## src/rtl/mips_bus_lsu.sv

```systemverilog
// mips_bus_lsu: load/store unit between the multicycle MIPS core and an
// Avalon memory-mapped master port.
//
// Ports:
//   clk, reset                 clock, synchronous active-high reset
//   req_i, we_i, size_i,       core request: start, store/load, size
//   sign_ext_i, addr_i,        (0 byte, 1 half, 2/3 word), load extension,
//   wdata_i                    byte address, right-justified store data
//   busy_o, done_o, rdata_o,   core status: busy, one-cycle completion,
//   misalign_o, timeout_o      extended load data, error flags
//   address, write, read,      Avalon master: word-aligned address,
//   waitrequest, writedata,    strobes, stall, lane-formatted store data,
//   byteenable, readdata       byte lanes, read data
//
// One core request becomes exactly one Avalon transfer. Bus-side fields
// are registered when the request is accepted and held for the whole
// transfer, so they stay stable across waitrequest stalls.
`timescale 1ns/1ps

module mips_bus_lsu #(
  parameter int BIG_ENDIAN_CORE = 1,
  parameter int TIMEOUT_CYCLES  = 0,
  parameter int CNT_WIDTH       = 16
) (
  input  logic        clk,
  input  logic        reset,
  input  logic        req_i,
  input  logic        we_i,
  input  logic [1:0]  size_i,
  input  logic        sign_ext_i,
  input  logic [31:0] addr_i,
  input  logic [31:0] wdata_i,
  output logic        busy_o,
  output logic        done_o,
  output logic [31:0] rdata_o,
  output logic        misalign_o,
  output logic        timeout_o,
  output logic [31:0] address,
  output logic        write,
  output logic        read,
  input  logic        waitrequest,
  output logic [31:0] writedata,
  output logic [3:0]  byteenable,
  input  logic [31:0] readdata
);

  localparam logic [1:0] S_IDLE = 2'd0;
  localparam logic [1:0] S_BUS  = 2'd1;
  localparam logic [1:0] S_DONE = 2'd2;

  localparam bit                   TO_EN   = (TIMEOUT_CYCLES != 0);
  localparam logic [CNT_WIDTH-1:0] TO_LAST = CNT_WIDTH'((TIMEOUT_CYCLES == 0) ? 0 : TIMEOUT_CYCLES - 1);

  logic [1:0]           r_state;
  logic                 r_we;
  logic [1:0]           r_size;
  logic                 r_sign;
  logic [1:0]           r_off;
  logic [CNT_WIDTH-1:0] r_cnt;
  logic [31:0]          r_address;
  logic [31:0]          r_writedata;
  logic [3:0]           r_byteenable;
  logic [31:0]          r_rdata;
  logic                 r_misalign;
  logic                 r_timeout;

  // ---------------------------------------------------------------
  // Request decode (IDLE side)
  // ---------------------------------------------------------------
  logic [1:0]  w_off;
  logic        w_is_byte;
  logic        w_is_half;
  logic        w_misaligned;
  logic [3:0]  w_be;
  logic [31:0] w_wdata;
  logic [7:0]  w_wb0;
  logic [7:0]  w_wb1;

  assign w_off     = addr_i[1:0];
  assign w_is_byte = (size_i == 2'd0);
  assign w_is_half = (size_i == 2'd1);
  // Size 3 is treated as a word everywhere.
  assign w_misaligned = (w_is_half && w_off[0]) ||
                        (!w_is_byte && !w_is_half && (w_off != 2'd0));

  assign w_wb0 = wdata_i[7:0];
  assign w_wb1 = wdata_i[15:8];

  always_comb begin
    w_be = 4'b1111;
    if (w_is_byte) begin
      w_be = 4'b0001 << w_off;
    end else if (w_is_half) begin
      w_be = w_off[1] ? 4'b1100 : 4'b0011;
    end
  end

  // Byte and half data are replicated on every lane so the slave picks
  // the right one via byteenable; no shifting by offset is needed.
  always_comb begin
    w_wdata = wdata_i;
    if (BIG_ENDIAN_CORE != 0) begin
      if (w_is_byte) begin
        w_wdata = {4{w_wb0}};
      end else if (w_is_half) begin
        w_wdata = {2{w_wb0, w_wb1}};
      end else begin
        w_wdata = {wdata_i[7:0], wdata_i[15:8], wdata_i[23:16], wdata_i[31:24]};
      end
    end else begin
      if (w_is_byte) begin
        w_wdata = {4{w_wb0}};
      end else if (w_is_half) begin
        w_wdata = {2{wdata_i[15:0]}};
      end
    end
  end

  // ---------------------------------------------------------------
  // Load data formatting (BUS side, uses latched offset/size/sign)
  // ---------------------------------------------------------------
  logic [7:0]  w_lane [4];
  logic [7:0]  w_hbyte;
  logic [7:0]  w_lbyte;
  logic [15:0] w_half;
  logic [31:0] w_word;
  logic [31:0] w_load;

  genvar gi;
  generate
    for (gi = 0; gi < 4; gi++) begin : g_lane
      assign w_lane[gi] = readdata[8*gi +: 8];
    end
  endgenerate

  // Half accesses are aligned, so the pair is lanes {off[1],0} and {off[1],1}.
  assign w_lbyte = w_lane[{r_off[1], 1'b0}];
  assign w_hbyte = w_lane[{r_off[1], 1'b1}];
  assign w_half  = (BIG_ENDIAN_CORE != 0) ? {w_lbyte, w_hbyte} : {w_hbyte, w_lbyte};
  assign w_word  = (BIG_ENDIAN_CORE != 0) ?
                   {w_lane[0], w_lane[1], w_lane[2], w_lane[3]} : readdata;

  always_comb begin
    w_load = w_word;
    if (r_size == 2'd0) begin
      w_load = {{24{r_sign & w_lane[r_off][7]}}, w_lane[r_off]};
    end else if (r_size == 2'd1) begin
      w_load = {{16{r_sign & w_half[15]}}, w_half};
    end
  end

  logic w_timeout_hit;
  assign w_timeout_hit = TO_EN && (r_cnt == TO_LAST);

  // ---------------------------------------------------------------
  // FSM and registers
  // ---------------------------------------------------------------
  always_ff @(posedge clk) begin
    if (reset) begin
      r_state      <= S_IDLE;
      r_we         <= 1'b0;
      r_size       <= 2'd0;
      r_sign       <= 1'b0;
      r_off        <= 2'd0;
      r_cnt        <= '0;
      r_address    <= 32'd0;
      r_writedata  <= 32'd0;
      r_byteenable <= 4'd0;
      r_rdata      <= 32'd0;
      r_misalign   <= 1'b0;
      r_timeout    <= 1'b0;
    end else begin
      case (r_state)
        S_IDLE: begin
          if (req_i) begin
            r_we       <= we_i;
            r_size     <= size_i;
            r_sign     <= sign_ext_i;
            r_off      <= w_off;
            r_misalign <= w_misaligned;
            r_timeout  <= 1'b0;
            if (w_misaligned) begin
              // No bus access; rdata_o keeps its previous value.
              r_state <= S_DONE;
            end else begin
              r_state      <= S_BUS;
              r_cnt        <= '0;
              r_address    <= {addr_i[31:2], 2'b00};
              r_byteenable <= w_be;
              r_writedata  <= w_wdata;
            end
          end
        end
        S_BUS: begin
          if (waitrequest) begin
            r_cnt <= r_cnt + 1'b1;
            if (w_timeout_hit) begin
              r_state   <= S_DONE;
              r_timeout <= 1'b1;
              r_rdata   <= 32'd0;
            end
          end else begin
            if (!r_we) begin
              r_rdata <= w_load;
            end
            r_state <= S_DONE;
          end
        end
        S_DONE: begin
          r_state <= S_IDLE;
        end
        default: begin
          r_state <= S_IDLE;
        end
      endcase
    end
  end

  // Strobes decode straight from the state so they drop in the same
  // cycle the FSM leaves BUS (including on reset).
  assign read       = (r_state == S_BUS) && !r_we;
  assign write      = (r_state == S_BUS) && r_we;
  assign busy_o     = (r_state != S_IDLE);
  assign done_o     = (r_state == S_DONE);
  assign address    = r_address;
  assign writedata  = r_writedata;
  assign byteenable = r_byteenable;
  assign rdata_o    = r_rdata;
  assign misalign_o = r_misalign;
  assign timeout_o  = r_timeout;

endmodule

```

## config.mk

```make
export PLATFORM = sky130hd
export DESIGN_NAME = mips_bus_lsu
export DESIGN_NICKNAME = d
export VERILOG_FILES = /design/src/rtl/mips_bus_lsu.sv
export SDC_FILE = /design/constraint.sdc
export NUM_CORES = 1
export LEC_CHECK = 0
export CAP_MARGIN = 0
export CORE_MARGIN = 4
export CORE_UTILIZATION = 39
export CTS_BUF_LIST = sky130_fd_sc_hd__clkbuf_4 sky130_fd_sc_hd__clkbuf_8
export CTS_CLUSTER_DIAMETER = 60
export DETAILED_ROUTE_END_ITERATION = 10
export GPL_TIMING_DRIVEN = 0
export PLACE_DENSITY = 0.75
export SETUP_SLACK_MARGIN = 0.5
export SYNTH_ARGS = -nofsm -noshare
export SYNTH_HDL_FRONTEND = slang
export SYNTH_SLANG_ARGS = --single-unit
export TNS_END_PERCENT = 30
```

## constraint.sdc

```tcl
create_clock -name clk -period 1.5 [get_ports clk]
set_clock_uncertainty 0.05 [all_clocks]
set_input_delay 0.225 -clock clk [delete_from_list [all_inputs] [get_ports clk]]
set_output_delay 0.225 -clock clk [all_outputs]
set_load 0.02 [all_outputs]
```

==> results.yml, run 1 <==
critical_path:
  crit_fanout: 6
  crit_chain: "buf_4 -> nand2b_4 -> or3_4 -> a21oi_4 -> buf_6 -> a211oi_1"
  reg2regPathDepth: 6
  path_class: "flop to flop"
  worst_path_max_delay_cell: "dfxtp_4"
  cp.arrival_ps: 1800
  cp.depth: 6
  cp_data_required_time_ps: 1690
  crit_family: "simple AND/OR/NAND/NOR gates"
  startpoint_type: "flop"
  endpoint_kind: "flop"
  cp.buffers_inverters: 2
  critPathMaxStageDelay_ps: 380
drt:
  top_layer: "met4"
  via_per_inst: 5.555
  drc: 0
  wl_per_cell_um: 19.78
  met1Wirelength_um: 7496
  met2_length_um: 9577
  dr.first_iter.drc_count: 438
  drt-total-wl_um: 18980
  ant_nets: 0
  met3_length_um: 1270
  firstDrtPassIters: 5
  dr_total_vias: 5333
run:
  cap_violations: 0
floorplan:
  start_util_pct: 39.73
  core_sq_um: 11960
  die_w_um: 118.4
  io_pins: 210
  rows: 40
  die_h_um: 118.4
  dieArea_sq_um: 14020
grt:
  grt_pass1_wl_um: 28600
  grt_max_degree: 20
  overflow: 0
  antenna_found_initial: 0
  grt_pass1_vias: 5417
  grt_usage_pct: 25.31
outcome:
  violations: "setup timing"
  status: "finished with violations"
logic_synthesis:
  ys_seq_area_share_pct: 45.08
  synthDistinctLibCells: 36
  synth_warnings: 0
  synth.cell_area_sq_um: 4752
  yosys_register_bits: 107
  syn_area_per_cell_sq_um: 8.366
  synthCells: 568
cts:
  cts_sinks: 107
  clockBufferDepth: 2
  clk_pin_slew_ps: 110
  clkLatencyLatePin_ps: 380
  h-tree-depth: 3
  numCtsBuffers: 9
  cts_root_buf: "clkbuf_8"
  cts_tree: "done"
  hold_buffers: 0
sta:
  drv_slew: 0
  setup_ws_ps: -111.1
  period_minus_slack_ps: 1611
  fmax_mhz: 620.7
  finalSetupViolations: 89
  fin_crit_sh_pct: 107.4
  fin_setup_tns_ps: -4588
  tightest_slew_ps: 770.6
  rsz0062_at_grt: "yes"
  finalHoldViolCount: 0
  max_slew_margin_pct: 48.63
pwr:
  ir_drop_mv: 0.4548
  pwr_density_cell_nw_per_um2: 916.7
  power_leakage_nw: 3.132
cells_and_area:
  multiInputGateArea_sq_um: 2658
  diodes: 0
  layout_commonest_cell: "nand2_1"
  layout_common_cells: "nand2_1 (112), clkdlybuf4s50_1 (100), buf_4 (99)"
  drive_gt1_share_pct: 32.84
  fin_nets: 912
  fillers: 992
  postLayoutCoreUtil_pct: 65.53
  syn_to_final_growth_pct: 64.96
  seq_area_sq_um: 2178
hold_path:
  whs_path_depth: 3
  hp-class: "input port to flop"
placement:
  dp_hpwl_um: 13380
  numPortBuffers: 205
  gp_congestion: 0.8523
-- synth_stat cells --
cell        n  share of area, %
nand2_1   117               9.2
dfxtp_1   107                45
nor2_1     64               5.1
a21oi_1    51               5.4
a211oi_1   29               4.6
mux2i_1    27               5.7
clkbuf_1   25               2.0
a311oi_1   18               3.3
o21ai_0    18               1.9
a22oi_1    14               2.2
buf_4      13               2.1
buf_2      12               1.3
nor2b_1    10               1.3
a22o_1      8               1.5
o211ai_1    8               1.3
mux2_2      7               1.7
nor4b_1     7               1.3
a211oi_2    4               1.1
nand2b_1    4              0.53
inv_1       3              0.24
or2_2       3              0.39
a21oi_2     2              0.37
buf_6       2              0.47
nor3_1      2              0.21
nor3b_1     2              0.32
a221oi_1    1              0.18
and3_1      1              0.13
buf_1       1             0.079
clkinv_1    1             0.079
conb_1      1             0.079
nand3_1     1              0.11
nor3_2      1              0.21
nor3b_2     1              0.26
o21bai_1    1              0.16
o22ai_2     1              0.26
or3_1       1              0.13
-- flip-flops by register name (all words and copies together), names as in the netlist --
signal,flops
misalign_o,1
r_state,2
r_size,2
r_off,2
r_sign,1
r_we,1
byteenable,4
writedata,32
address,30
rdata_o,32
-- layer usage --
metal	track usage, %	up-vias
li1	-	2471
met1	30.04	2546
met2	44.77	261
met3	5.024	55
met4	10.07	0
met5	0	-
-- worst register-to-register path, stage by stage (launching register included) --
cell	delay [ps]
dfxtp_4	380
buf_4	120
nand2b_4	70
or3_4	380
a21oi_4	210
buf_6	170
a211oi_1	90
-- report_power, final --
group	switching [mW]	internal (mW)
logic	1.02	0.966
registers	0.109	3.01
clock network	1.11	0.971
-- kinds of logic after synthesis --
group / Yosys count / synth area share, %
simple gates: 214 / 19.19
compound gates: 155 / 22.14
flops: 107 / 45.08
buf+inv: 57 / 6.161
mux: 34 / 7.346
other cells: 1 / 0.07891
-- stage by stage --
step	cells	total power, mW	area [sq um]	worst slack, ps	hold slack, ps
floorplan	570	4.053	4837	38.99	311.0
global placement	922	4.854	7073	-613.2	390.8
detailed placement	922	4.891	7073	-653.4	395.2
CTS	956	7.063	7661	-55.89	305.6
global route	960	7.438	7839	-177.5	334.6
finish	960	7.186	7839	-111.1	316.4
-- cell type report --
cell class,instances,area share [%]
Sequential cell,107,27.79
Multi-Input combinational cell,406,33.90
Clock buffer,9,1.580
Inverter,4,0.2075
Buffer,53,5.650
Clock inverter,7,1.373
Timing Repair Buffer,227,27.15
Tap cell,147,2.346
-- final timing paths --
check	start	end	slack, ps
hold reg to reg	r_state[1]	r_state[1]	400
hold / removal	addr_i[1]	r_off[1]	320
setup / recovery	r_state[0]	rdata_o[24]	-110
setup reg to reg	r_state[0]	rdata_o[24]	-110
-- repair_timing --
| item | 4_1_cts | 5_1_grt |
|---|---|---|
| setup endpoints to repair | 210 | 210 |
| gates resized for setup | 484 | 173 |
| buffers inserted | 15 | 2 |
| gates cloned | 3 | 2 |
| pin swaps | 19 | 16 |
No activity file was read; power rests on OpenSTA's default activity.
==> run 2: changes to the inputs <==
Settings changed: CORE_UTILIZATION 39 to 35, PLACE_DENSITY 0.75 to 0.68.
==> run 2 against run 1 <==
The flow still finishes with violations (setup timing). First-iteration DRC count shrank 22%. Combinational power is essentially flat. Largest cell class unchanged. Clock power shrank 11%. Via count shrank 4.0%. Clock-buffer cell count grew 1.
==> results.yml, run 2 (same netlist as run 1, synthesis figures left out) <==
outcome:
  status: "finished with violations"
  violations: "setup timing"
hold_path:
  hp-class: "input port to flop"
cells_and_area:
  syn_to_final_growth_pct: 64.85
  layout_common_cells: "nand2_1 (117), clkdlybuf4s50_1 (100), buf_4 (97)"
  fin_cells: 985
  drive_gt1_share_pct: 33.25
  fillers: 1214
  diodes: 0
  layout_commonest_cell: "nand2_1"
  fin_nets: 909
cts:
  clkLatencyLatePin_ps: 390
  clk_pin_slew_ps: 100
  cts_root_buf: "clkbuf_8"
  hold_buffers: 0
  cts_sinks: 107
  h-tree-depth: 3
  numCtsBuffers: 9
  cts_tree: "done"
  clockBufferDepth: 2
floorplan:
  rows: 42
  core_sq_um: 13300
  die_w_um: 124.5
  io_pins: 210
  die_h_um: 124.5
  start_util_pct: 35.74
  dieArea_sq_um: 15510
run:
  cap_violations: 0
sta:
  drv_slew: 0
  period_minus_slack_ps: 1575
  rsz0062_at_grt: "yes"
  max_slew_margin_pct: 49.51
  fmax_mhz: 635.0
  fin_crit_sh_pct: 105.0
  tightest_slew_ps: 757.4
  setup_ws_ps: -74.82
  fin_setup_tns_ps: -3082
  finalHoldViolCount: 0
  hold_slack_ps: 186.0
  finalSetupViolations: 84
critical_path:
  endpoint_kind: "flop"
  startpoint_type: "flop"
  cp_data_required_time_ps: 1700
  cp.arrival_ps: 1780
  crit_fanout: 10
  path_class: "flop to flop"
drt:
  wl_per_cell_um: 18.56
  via_per_inst: 5.200
  firstDrtPassIters: 4
  ant_nets: 0
  dr_total_vias: 5122
  drt-total-wl_um: 18280
  drc: 0
  dr.first_iter.drc_count: 340
grt:
  overflow: 0
  grt_max_degree: 18
  grt_usage_pct: 22.09
  grt_pass1_vias: 4954
  grt_pass1_wl_um: 27590
  antenna_found_initial: 0
placement:
  numPortBuffers: 205
  dp_cells: 951
  dp_hpwl_um: 13460
  gp_congestion: 0.8934
pwr:
  total_power_mw: 6.962
  power_leakage_nw: 3.071
  pwr_density_cell_nw_per_um2: 888.8
  ir_drop_mv: 0.4896
==> run 2: layout make-up <==
class / instances / area, sq um / area share [%]
Inverter: 4 / 18.77 / 0.2396
Timing Repair Buffer: 224 / 2068 / 26.40
Sequential cell: 107 / 2178 / 27.81
Clock inverter: 5 / 61.31 / 0.7826
Clock buffer: 10 / 137.6 / 1.757
Tap cell: 176 / 220.2 / 2.811
Buffer: 53 / 469.2 / 5.989
Multi-Input combinational cell: 406 / 2680 / 34.21
==> run 2: critical path: stages (launching register included) <==
cell and delay [ps]:
dfxtp_2 360, nand2b_4 180, or3_4 410, a21oi_4 170, buf_8 170, a211oi_1 80
==> run 2: routing by layer <==
layer / vias to the layer above / track usage, % / share of wire, %
li1: 2449 / - / -
met1: 2459 / 28.35 / 44
met2: 180 / 37.18 / 49
met3: 34 / 3.302 / 4.8
met4: 0 / 8.962 / 2.8
met5: - / 0 / 0
==> run 2: through the flow <==
| step | instance area [sq um] | worst slack [ps] | utilization [%] |
|---|---|---|---|
| after floorplan | 4837 | 38.99 | - |
| after global placement | 7109 | -610.7 | 53.47 |
| after detailed placement | 7109 | -658.3 | 53.47 |
| after CTS | 7551 | -83.72 | 56.79 |
| after global routing | 7834 | -134.1 | 58.92 |
| final | 7834 | -74.82 | 58.92 |
==> run 2: worst paths after layout <==
kind	startpoint	to	slack, ps	cells after the start
min reg2reg	writedata[27]	writedata[27]	410	2
max reg2reg	r_state[1]	rdata_o[18]	-70	5
max	r_state[1]	rdata_o[18]	-70	5
min	addr_i[1]	byteenable[2]	190	3
==> run 2: report_power, final <==
group / internal, mW / leakage [nW] / total [mW] / switching, mW
Sequential: 3.01 / 0.884 / 3.12 / 0.109
Clock: 0.814 / 0.0910 / 1.86 / 1.04
Combinational: 0.979 / 2.10 / 1.98 / 1.00
==> run 2: repair_timing <==
action,CTS,global route
pin swaps,3,10
setup endpoints to repair,210,210
resized for setup,286,384
buffers inserted,11,6
cloned,0,2
==> run 3: changes to the inputs <==
Settings changed: CORE_MARGIN 4 to 3.
Clock period 1.5 ns to 1.36 ns, I/O delays scaled along.
==> run 3 against run 2 <==
Sequential share of layout area is 0.083 points lower. Global-route usage is 0.96 points higher. Worst setup slack worse by 190 ps. Register-to-register slack worse by 190 ps. Largest power group unchanged. The run still ends with setup timing left.
==> results.yml, run 3 (same netlist as run 1, synthesis figures left out) <==
outcome:
  status: "finished with violations"
  violations: "setup timing"
drt:
  dr_total_vias: 5076
  via_per_inst: 5.211
  firstDrtPassIters: 4
  wl_per_cell_um: 18.68
  drt-total-wl_um: 18200
  drc: 0
  ant_nets: 0
  dr.first_iter.drc_count: 277
grt:
  grt_pass1_vias: 4972
  antenna_found_initial: 0
  grt_max_degree: 17
  overflow: 0
  grt_usage_pct: 23.05
  grt_pass1_wl_um: 26570
sta:
  rsz0062_at_grt: "yes"
  fin_setup_tns_ps: -17520
  drv_slew: 0
  finalHoldViolCount: 0
  finalSetupViolations: 101
  max_slew_margin_pct: 51.74
  hold_slack_ps: 206.8
  period_minus_slack_ps: 1626
  tightest_slew_ps: 723.9
  fmax_mhz: 614.9
  setup_ws_ps: -266.2
  fin_crit_sh_pct: 119.6
cells_and_area:
  fillers: 1196
  drive_gt1_share_pct: 34.04
  fin_nets: 902
  layout_commonest_cell: "nand2_1"
  layout_common_cells: "nand2_1 (103), buf_4 (101), clkdlybuf4s50_1 (101)"
  diodes: 0
  syn_to_final_growth_pct: 63.82
critical_path:
  critPathMaxStageDelay_ps: 390
  worst_path_max_delay_cell: "or3_4"
  startpoint_type: "flop"
  cp.buffers_inverters: 2
  path_class: "flop to flop"
  cp.arrival_ps: 1810
  endpoint_kind: "flop"
  cp.depth: 6
  crit_family: "simple AND/OR/NAND/NOR gates"
  crit_fanout: 8
  cp_data_required_time_ps: 1550
  crit_chain: "nand2b_4 -> or3_4 -> buf_4 -> a21oi_4 -> buf_12 -> a211oi_1"
  reg2regPathDepth: 6
cts:
  cts_root_buf: "clkbuf_8"
  hold_buffers: 0
  clockBufferDepth: 2
  cts_tree: "done"
  h-tree-depth: 3
  clk_pin_slew_ps: 100
  clkLatencyLatePin_ps: 380
  cts_sinks: 107
  numCtsBuffers: 9
placement:
  dp_hpwl_um: 13390
  gp_congestion: 0.8500
  numPortBuffers: 205
floorplan:
  die_h_um: 122.5
  dieArea_sq_um: 15010
  rows: 41
  core_sq_um: 12930
  die_w_um: 122.5
  start_util_pct: 36.76
  io_pins: 210
pwr:
  pwr_density_cell_nw_per_um2: 957.6
  ir_drop_mv: 1.050
  power_leakage_nw: 3.077
run:
  cap_violations: 0
hold_path:
  hp-class: "input port to flop"
  whs_path_depth: 3
## run 3: final cells by class
| cell class | count | area [sq um] | share of cell area (%) |
|---|---|---|---|
| Multi-Input combinational cell | 406 | 2756 | 35.41 |
| Sequential cell | 107 | 2158 | 27.72 |
| Timing Repair Buffer | 217 | 2012 | 25.84 |
| Buffer | 53 | 445.4 | 5.722 |
| Tap cell | 172 | 215.2 | 2.764 |
| Clock buffer | 12 | 158.9 | 2.041 |
| Clock inverter | 3 | 22.52 | 0.2893 |
| Inverter | 4 | 16.27 | 0.2089 |
## run 3: worst register-to-register path, cell delays in order, from the launching register on
cell and delay (ps):
dfxtp_2 360, nand2b_4 170, or3_4 390, buf_4 160, a21oi_4 140, buf_12 150
a211oi_1 70
## run 3: worst paths after layout
check / slack (ps) / end / startpoint
worst max-delay path: -270 / rdata_o[14] / r_state[1]
worst min-delay path: 210 / r_off[0] / addr_i[0]
worst max register to register: -270 / rdata_o[14] / r_state[1]
worst min register to register: 410 / writedata[7] / writedata[7]
## run 3: report_power, final
| group | internal (mW) | switching [mW] |
|---|---|---|
| Combinational | 1.05 | 1.11 |
| Clock | 0.785 | 1.07 |
| Sequential | 3.32 | 0.118 |
| Total | 5.15 | 2.31 |
## run 3: repair_timing
action | in CTS | in global routing
setup buffers | 7 | 0
cloned | 2 | 3
pin swaps | 5 | 31
resized for setup | 344 | 337
endpoints found under the setup margin | 210 | 210
## run 3: routing by layer
| metal | vias up | global-route usage (%) | part of all wire [%] |
|---|---|---|---|
| met3 | 31 | 6.590 | 6.7 |
| li1 | 2440 | - | - |
| met4 | 0 | 8.258 | 2.6 |
| met2 | 162 | 38.47 | 50 |
| met5 | - | 0 | 0 |
| met1 | 2443 | 28.38 | 41 |
## run 3: metrics by stage
| stage | setup slack, ps | util, % | power (mW) | instance area [sq um] | std cells |
|---|---|---|---|---|---|
| 2_1_floorplan | -101.0 | - | 4.471 | 4837 | 570 |
| 3_3_place_gp | -672.9 | 54.96 | 5.366 | 7104 | 947 |
| 3_5_place_dp | -741.4 | 54.96 | 5.403 | 7104 | 947 |
| 4_1_cts | -225.7 | 58.05 | 7.313 | 7505 | 971 |
| 5_1_grt | -316.7 | 60.22 | 7.820 | 7785 | 974 |
| 6_report | -266.2 | 60.22 | 7.455 | 7785 | 974 |
